===== src/rtl/regfile_issue.sv =====
// Register file, operand fetch/issue and writeback stage in front of the ALU.
// One-cycle execute register; results bypass into a same-edge issue; hold freezes everything.
module regfile_issue #(
  parameter int NREGS = 8,
  parameter int DW    = 8,
  localparam int AW   = $clog2(NREGS)
) (
  input  logic          clk,
  input  logic          rst_n,
  input  logic          in_valid,
  output logic          in_ready,
  input  logic [3:0]    in_op,
  input  logic [AW-1:0] in_rd,
  input  logic [AW-1:0] in_rs1,
  input  logic [AW-1:0] in_rs2,
  input  logic          in_use_imm,
  input  logic [DW-1:0] in_imm,
  input  logic          hold,
  output logic [3:0]    alu_op,
  output logic [DW-1:0] alu_a,
  output logic [DW-1:0] alu_b,
  input  logic [DW-1:0] alu_out,
  output logic          ex_valid,
  output logic          wb_en,
  output logic [AW-1:0] wb_addr,
  output logic [DW-1:0] wb_data,
  input  logic [AW-1:0] dbg_addr,
  output logic [DW-1:0] dbg_data
);

  logic [DW-1:0] r_rf [NREGS];
  logic [3:0]    r_op;
  logic [DW-1:0] r_a;
  logic [DW-1:0] r_b;
  logic [AW-1:0] r_ex_rd;
  logic          r_ex_vld;

  logic          w_wb_en;
  logic          w_accept;
  logic [DW-1:0] w_rs1_val;
  logic [DW-1:0] w_rs2_val;

  assign w_wb_en  = r_ex_vld & ~hold;
  assign w_accept = in_valid & ~hold;

  // A writeback landing on the same edge is forwarded so dependent issue never stalls.
  assign w_rs1_val = (in_rs1 == '0) ? '0 :
                     (w_wb_en && r_ex_rd == in_rs1) ? alu_out : r_rf[in_rs1];
  assign w_rs2_val = (in_rs2 == '0) ? '0 :
                     (w_wb_en && r_ex_rd == in_rs2) ? alu_out : r_rf[in_rs2];

  always_ff @(posedge clk or negedge rst_n) begin
    if (!rst_n) begin
      for (int i = 0; i < NREGS; i++) r_rf[i] <= '0;
      r_op     <= '0;
      r_a      <= '0;
      r_b      <= '0;
      r_ex_rd  <= '0;
      r_ex_vld <= 1'b0;
    end else if (!hold) begin
      if (w_accept) begin
        r_op     <= in_op;
        r_a      <= w_rs1_val;
        r_b      <= in_use_imm ? in_imm : w_rs2_val;
        r_ex_rd  <= in_rd;
        r_ex_vld <= 1'b1;
      end else begin
        r_ex_vld <= 1'b0;
      end
      if (w_wb_en && r_ex_rd != '0) r_rf[r_ex_rd] <= alu_out;
    end
  end

  assign in_ready = ~hold;
  assign alu_op   = r_op;
  assign alu_a    = r_a;
  assign alu_b    = r_b;
  assign ex_valid = r_ex_vld;
  assign wb_en    = w_wb_en;
  assign wb_addr  = r_ex_rd;
  assign wb_data  = alu_out;
  assign dbg_data = (dbg_addr == '0) ? '0 : r_rf[dbg_addr];

endmodule


===== config.mk =====
export PLATFORM = sky130hd
export DESIGN_NAME = regfile_issue
export DESIGN_NICKNAME = d
export VERILOG_FILES = /design/src/rtl/regfile_issue.sv
export SDC_FILE = /design/constraint.sdc
export NUM_CORES = 1
export LEC_CHECK = 0
export ABC_AREA = 1
export BUFFER_PORTS_ARGS = -buffer_cell sky130_fd_sc_hd__clkbuf_2
export CAP_MARGIN = 15
export CORE_UTILIZATION = 60
export CTS_BUF_LIST = sky130_fd_sc_hd__clkbuf_16
export CTS_CLUSTER_DIAMETER = 150
export DETAILED_ROUTE_END_ITERATION = 6
export PLACE_DENSITY = 0.92
export SETUP_SLACK_MARGIN = 0.5
export SLEW_MARGIN = 10
export SYNTH_ARGS = -nofsm -noshare
export SYNTH_HDL_FRONTEND = slang
export SYNTH_SLANG_ARGS = --single-unit

===== constraint.sdc =====
create_clock -name clk -period 2.45 [get_ports clk]
set_clock_uncertainty 0.15 [all_clocks]
set_input_delay 0 -clock clk [delete_from_list [all_inputs] [get_ports clk]]
set_output_delay 0 -clock clk [all_outputs]
set_load 0.1 [all_outputs]

---- Yosys cells after proc, flatten, opt, wreduce, memory -nomap -nowiden ----
Cells that the tools add are included.
W data, S select, Z words.
cells by class
  order comparisons ....................... 5
  bitwise gates (word level) .............. 7
  equal/unequal tests ..................... 2
  reduce and logical (&&, ||, !) cells .... 10
  mux-type cells .......................... 19
operators with widths
  operator              number
  $mux W8               13
  $bmux W8 S3           3
  $bwmux W64            1
  $demux W8 S3          1
  $ge A4 B4 Y1 const B  4
  $not A3 Y4            4
  $logic_not A3 Y1      3
  $eq A3 B3 Y1          2
  $logic_and A1 B1 Y1   4
  $lt A4 B1 Y1 const B  1
  $reduce_and A2 Y1     2
  $reduce_bool A3 Y1    1
  $and A1 B1 Y1         2
  $mux W1               1
  $not A1 Y1            1
word-level totals
  register bits after elaboration ......... 88
  logic and storage cells ................. 56
  bits of input ports ..................... 37
  output and inout port bits .............. 42

---- Logic depth before layout (Yosys ltp) ----
  word-level depth ........................ 7
  mapped depth ............................ 10
  gate-level depth less buffers ........... 9

---- Least setup slack after synthesis ----
No wires, ideal clock.
  path type ............................... flip-flop to flip-flop
  start point ............................. register r_ex_vld (netlist: ex_valid)
  end point ............................... register r_rf[33] in the netlist's numbering
  period minus slack after synthesis ...... 2.796 ns
  cell stages (with the launch flop) ...... 9
  path buffers ............................ 1
  setup time .............................. 0.126 ns
  arrival ................................. 2.520 ns
  data required time ...................... 2.174 ns
  path slack .............................. -0.346 ns
  path through ............................ dfrtp_1 > inv_1 > nor2_4 > inv_1 > nor2_1 > inv_2 > nor3_4 > buf_2 > o21ai_0
on the way
  longest elaborated chain between the ends .. 3
RTL lines
  what                                line  text
  start: declaration                  36    logic r_ex_vld;
  start signal: assignment            59    r_ex_vld <= 1'b0;
  start signal: assignment            66    r_ex_vld <= 1'b1;
  start signal: assignment            68    r_ex_vld <= 1'b0;
  $and A1 B1 Y1                       43    assign w_wb_en = r_ex_vld & ~hold;
  via wb_en                           24    output logic wb_en,
  $logic_and A1 B1 Y1                 70    if (w_wb_en && r_ex_rd != '0) r_rf[r_ex_rd] <= alu_out;
  $reduce_and A2 Y1 (no source line)  n/a
  end signal: indexed assignment      70
  end: declaration                    31    logic [DW-1:0] r_rf [NREGS];
The timed path passes the listed nets, and every way through them passes these cells.
A chain may end at the register's enable or synchronous reset.

---- Worst setup path in the final report ----
  start point ............................. input port hold
  end point ............................... register r_b[6] (netlist: alu_b[6])
on the way
  longest elaborated chain between the ends .. 6
  elaborated cells on any way between the ends .. 8
  those cells by class .................... mux (3); bitwise (3); reduce/logical (2)
RTL lines
  what                             line  text
  start: declaration               18    input logic hold,
  $not A1 Y1 (no source line) (*)  n/a
  $and A1 B1 Y1                    43
  $logic_and A1 B1 Y1              50    (w_wb_en && r_ex_rd == in_rs2) ? alu_out : r_rf[in_rs2];
  $mux W8                          50
  $mux W8                          49    assign w_rs2_val = (in_rs2 == '0) ? '0 :
  $mux W8                          64    r_b <= in_use_imm ? in_imm : w_rs2_val;
  end signal: assignment           64
  end: declaration                 34    logic [DW-1:0] r_b;
Every way passes the cells marked *; elsewhere a longest branch is shown, timed or not.

==> impl_summary.log <==
[metrics] setup repair after global routing missed its margin: false
[metrics] area share of the largest cell type after synthesis: between 40% and 50%
[metrics] flip-flop and latch count after synthesis: around 90
[metrics] post-route clock period utilization: roughly 80%
[metrics] fraction of final layout cells with drive strength greater than 1: between 15 and 20%
[metrics] most common cell after layout, fill and taps aside: sky130_fd_sc_hd__nand2_1
[metrics] Synth Cell Area: approximately 0.0053 sq mm
[metrics] number of placement rows: 34
[metrics] R2R Setup Slk: ~0.56 ns
[metrics] nets in the synthesized netlist: between 800 and 900
[metrics] Clk Tree Root Cell: sky130_fd_sc_hd__clkbuf_16
[metrics] Reg2Reg Capture Point: alu_a[4]
[metrics] final weighted congestion in routability-driven placement: roughly 1.1
[metrics] Fmax achieved: ~0.51 GHz
[metrics] reg2reg path depth: 8
[metrics] effective utilization at floorplan: 61.4%
[metrics] number of antenna violations at the first check in global routing: 0
[metrics] Worst EP required: between 2 and 3 ns
[metrics] static leakage: roughly 3.1 nW
[metrics] sequential share of the synthesized area: 41.3%
[metrics] Slew Viols, Final: 0
[metrics] post-route cell area: 0.00655 sq mm
[metrics] top fanout value on the critical path: 16
[metrics] final wirelength: roughly 20000 um
[metrics] clock slew at the register clock pins of the worst setup and hold paths: about 0.07 ns
[metrics] remaining global-route overflow: 0
[metrics] Clock power frac: between 20% and 30%
[metrics] post-detailed-route via-to-cell ratio: 6.64
[metrics] fill count: between 500 and 600
[metrics] Placed Cells incl. Taps: about 900
[metrics] failing checks: design-rule violations
[metrics] Worst Setup Start Kind: input pin
[metrics] number of nets in the finished design: just under 900
[metrics] Yosys warning count: 0
[metrics] clock insertion delay at the later pin of the skew report: between 0.3 and 0.4 ns
[metrics] average footprint of a synthesized cell: 6.96 sq um
[metrics] outcome: finished, violations left
[metrics] Post-Route Setup TNS: 0 ns
[metrics] Max transition margin: 50.4%
[metrics] number of vias in the routed layout: 6382
[metrics] final number of setup-violating endpoints: 0
[metrics] timing startpoint of the critical path: hold
[metrics] total clock sinks: ~90
[metrics] largest buffer count on any clock path: 2
[metrics] estimated wirelength of the detail-placed design: approximately 12000 um
[metrics] IR Drop Worst-Case VDD: ~0.54 mV
[metrics] Maximum Capacitance Violations: 0
[metrics] biggest area contributors in the synthesized netlist: sky130_fd_sc_hd__dfrtp_1 41%, sky130_fd_sc_hd__nand2_1 14%, sky130_fd_sc_hd__nand3_1 12%
[metrics] initial drt markers: 1418
[metrics] number of buffers created by CTS: 9
[metrics] floorplan core area: between 0.008 and 0.009 sq mm
[metrics] wire length of the first global-routing pass: roughly 29000 um
[metrics] PwrDens: 945 mW/mm^2
[metrics] number of library cell types mapped by synthesis: 24
[metrics] Switching Share: around 47%
[metrics] pin count of the biggest net entering global routing: 49
[metrics] switching pwr: ~2.9 mW
[metrics] # IOs: 79
[metrics] die span in y: ~96 um
[metrics] routed length per instance: ~21 um
[metrics] CTS tree: done
[metrics] critical setup path kind: in -> reg
[metrics] area of placed instances: slightly below 0.006 sq mm
[metrics] Fin. Hold Viols: 0
[metrics] logic gate share of total power: 39.7%
[metrics] commonest cells after routing, fill and taps aside: 194 x sky130_fd_sc_hd__nand2_1, 121 x sky130_fd_sc_hd__nand3_1, 84 x sky130_fd_sc_hd__dfrtp_1, 69 x sky130_fd_sc_hd__o21ai_0, 69 x sky130_fd_sc_hd__clkbuf_2
[metrics] Seq pwr share: between 30% and 40%
[metrics] overall global routing resource usage: between 40% and 50%
[metrics] number of global-route vias before repair: approximately 5600
[metrics] Reg2Reg Launch Point: wb_addr[2]
[metrics] Critical Path End Type: flop
[metrics] worst min-delay path category: in -> async
[metrics] number of input and output port buffers inserted: 78
[metrics] number of non-filler instances in the completed layout: between 900 and 1000
[metrics] Power Internal: ~3.3 mW
[metrics] length of the first detailed-routing pass in iterations: 7
[metrics] signed area change from the synthesized netlist to the final layout: 23.0%
[metrics] antenna diode count: 0
[metrics] H-Tree Depth: 3
[metrics] die outline width: approximately 96 um
[metrics] transition time of the tightest slew-check pin: approximately 0.74 ns
[metrics] instance count of the mapped netlist: approximately 770
[metrics] Period minus WS final: ~2.0 ns
[metrics] CP arrival: ~2.0 ns
[metrics] full die area: 0.00926 sq mm
[metrics] count of nets left with antenna violations after detail routing: 0
[metrics] cell taking the most area after synthesis: sky130_fd_sc_hd__dfrtp_1
[metrics] DRC errors left: 13
-- worst max-delay path, cell delays in order --
cell	delay (ns)
sky130_fd_sc_hd__dlygate4sd3_1	0.54
sky130_fd_sc_hd__clkbuf_2	0.15
sky130_fd_sc_hd__inv_1	0.18
sky130_fd_sc_hd__nand2_2	0.17
sky130_fd_sc_hd__buf_6	0.20
sky130_fd_sc_hd__a21oi_1	0.14
sky130_fd_sc_hd__dlygate4sd3_1	0.58
sky130_fd_sc_hd__a21oi_1	0.08
-- final cells by class --
type / count / area (sq um) / share of cell area, %
clock buffer: 9 / 225 / 3.44
clock inverter: 7 / 40.0 / 0.611
inverter: 56 / 213 / 3.25
multi-input combinational: 561 / 2770 / 42.3
sequential: 88 / 2210 / 33.7
tap: 108 / 135 / 2.06
timing repair buffer: 132 / 956 / 14.6
-- synthesized netlist by cell type --
library cell / n
sky130_fd_sc_hd__buf_6: 2
sky130_fd_sc_hd__nand2_4: 2
sky130_fd_sc_hd__nor2_1: 44
sky130_fd_sc_hd__buf_2: 11
sky130_fd_sc_hd__nor3_4: 4
sky130_fd_sc_hd__nand2_1: 195
sky130_fd_sc_hd__buf_4: 10
sky130_fd_sc_hd__inv_2: 7
sky130_fd_sc_hd__a31oi_2: 1
sky130_fd_sc_hd__a31oi_1: 8
sky130_fd_sc_hd__clkbuf_1: 32
sky130_fd_sc_hd__a21oi_1: 69
sky130_fd_sc_hd__buf_1: 5
sky130_fd_sc_hd__inv_1: 46
sky130_fd_sc_hd__nand3_2: 1
sky130_fd_sc_hd__nor2_2: 3
sky130_fd_sc_hd__o211ai_1: 3
sky130_fd_sc_hd__a21oi_2: 2
sky130_fd_sc_hd__nor2_4: 2
sky130_fd_sc_hd__nand3_1: 126
sky130_fd_sc_hd__clkinv_1: 3
sky130_fd_sc_hd__o21ai_0: 100
sky130_fd_sc_hd__dfrtp_1: 88
sky130_fd_sc_hd__xor2_1: 1
-- what timing repair did --
item	CTS	global route
resized for setup	7	20
pin swaps	1	3
endpoints found under the setup margin	8	29
setup buffers	0	8
hold endpoints to repair	99	1
hold buffers	33	1
-- metal layers --
metal / wire (um) / global-route usage [%]
met3: 3070 / 19.3
met1: 6580 / 52.2
met4: 1650 / 28.4
met5: 0 / 0
met2: 8580 / 63.7
-- sequential cells by signal, summed over array words and instances (netlist names) --
register,cells
alu_a,8
alu_b,8
alu_op,4
ex_valid,1
r_rf,64
wb_addr,3
-- kinds of logic after synthesis --
group	count (synthesis)	share of synthesized area, %
xor gates and xnor gates	1	0.164
AOI/OAI and AO/OA	183	17.8
DFF	88	41.3
buffers and inverters	116	9.42
and+or+nand+nor	377	31.3
-- per-stage QoR --
step | hold WS (ns) | setup slack [ns] | total power [mW] | utilization, %
finish | 0.0635 | 0.496 | 6.19 | 75.5
global route | 0.0821 | 0.328 | 6.43 | 75.5
CTS | 0.0314 | 0.509 | 5.93 | 74.0
detailed placement | -0.0899 | 0.520 | 4.62 | 66.9
global placement | -0.108 | 0.610 | 4.52 | 66.9
floorplan | -0.446 | 0.0657 | 4.02 | -
-- power by group through the flow --
stage / Sequential, mW / Combinational, mW / Clock [mW]
2_1_floorplan: 2.69 / 1.33 / 0
3_3_place_gp: 2.36 / 2.16 / 0
3_5_place_dp: 2.37 / 2.24 / 0
4_1_cts: 2.36 / 2.30 / 1.27
5_1_grt: 2.44 / 2.64 / 1.34
6_report: 2.43 / 2.46 / 1.31
-- how the worst max path moves through the flow --
stage,to,slack [ns],cells after the start
floorplan,dbg_data[3],0.07,6
global placement,alu_a[4],0.61,7
detailed placement,alu_a[3],0.52,7
CTS,dbg_data[6],0.51,7
global route,alu_b[6],0.33,8
finish,alu_b[6],0.50,8
Note: power is estimated with default switching activity, not from simulation.
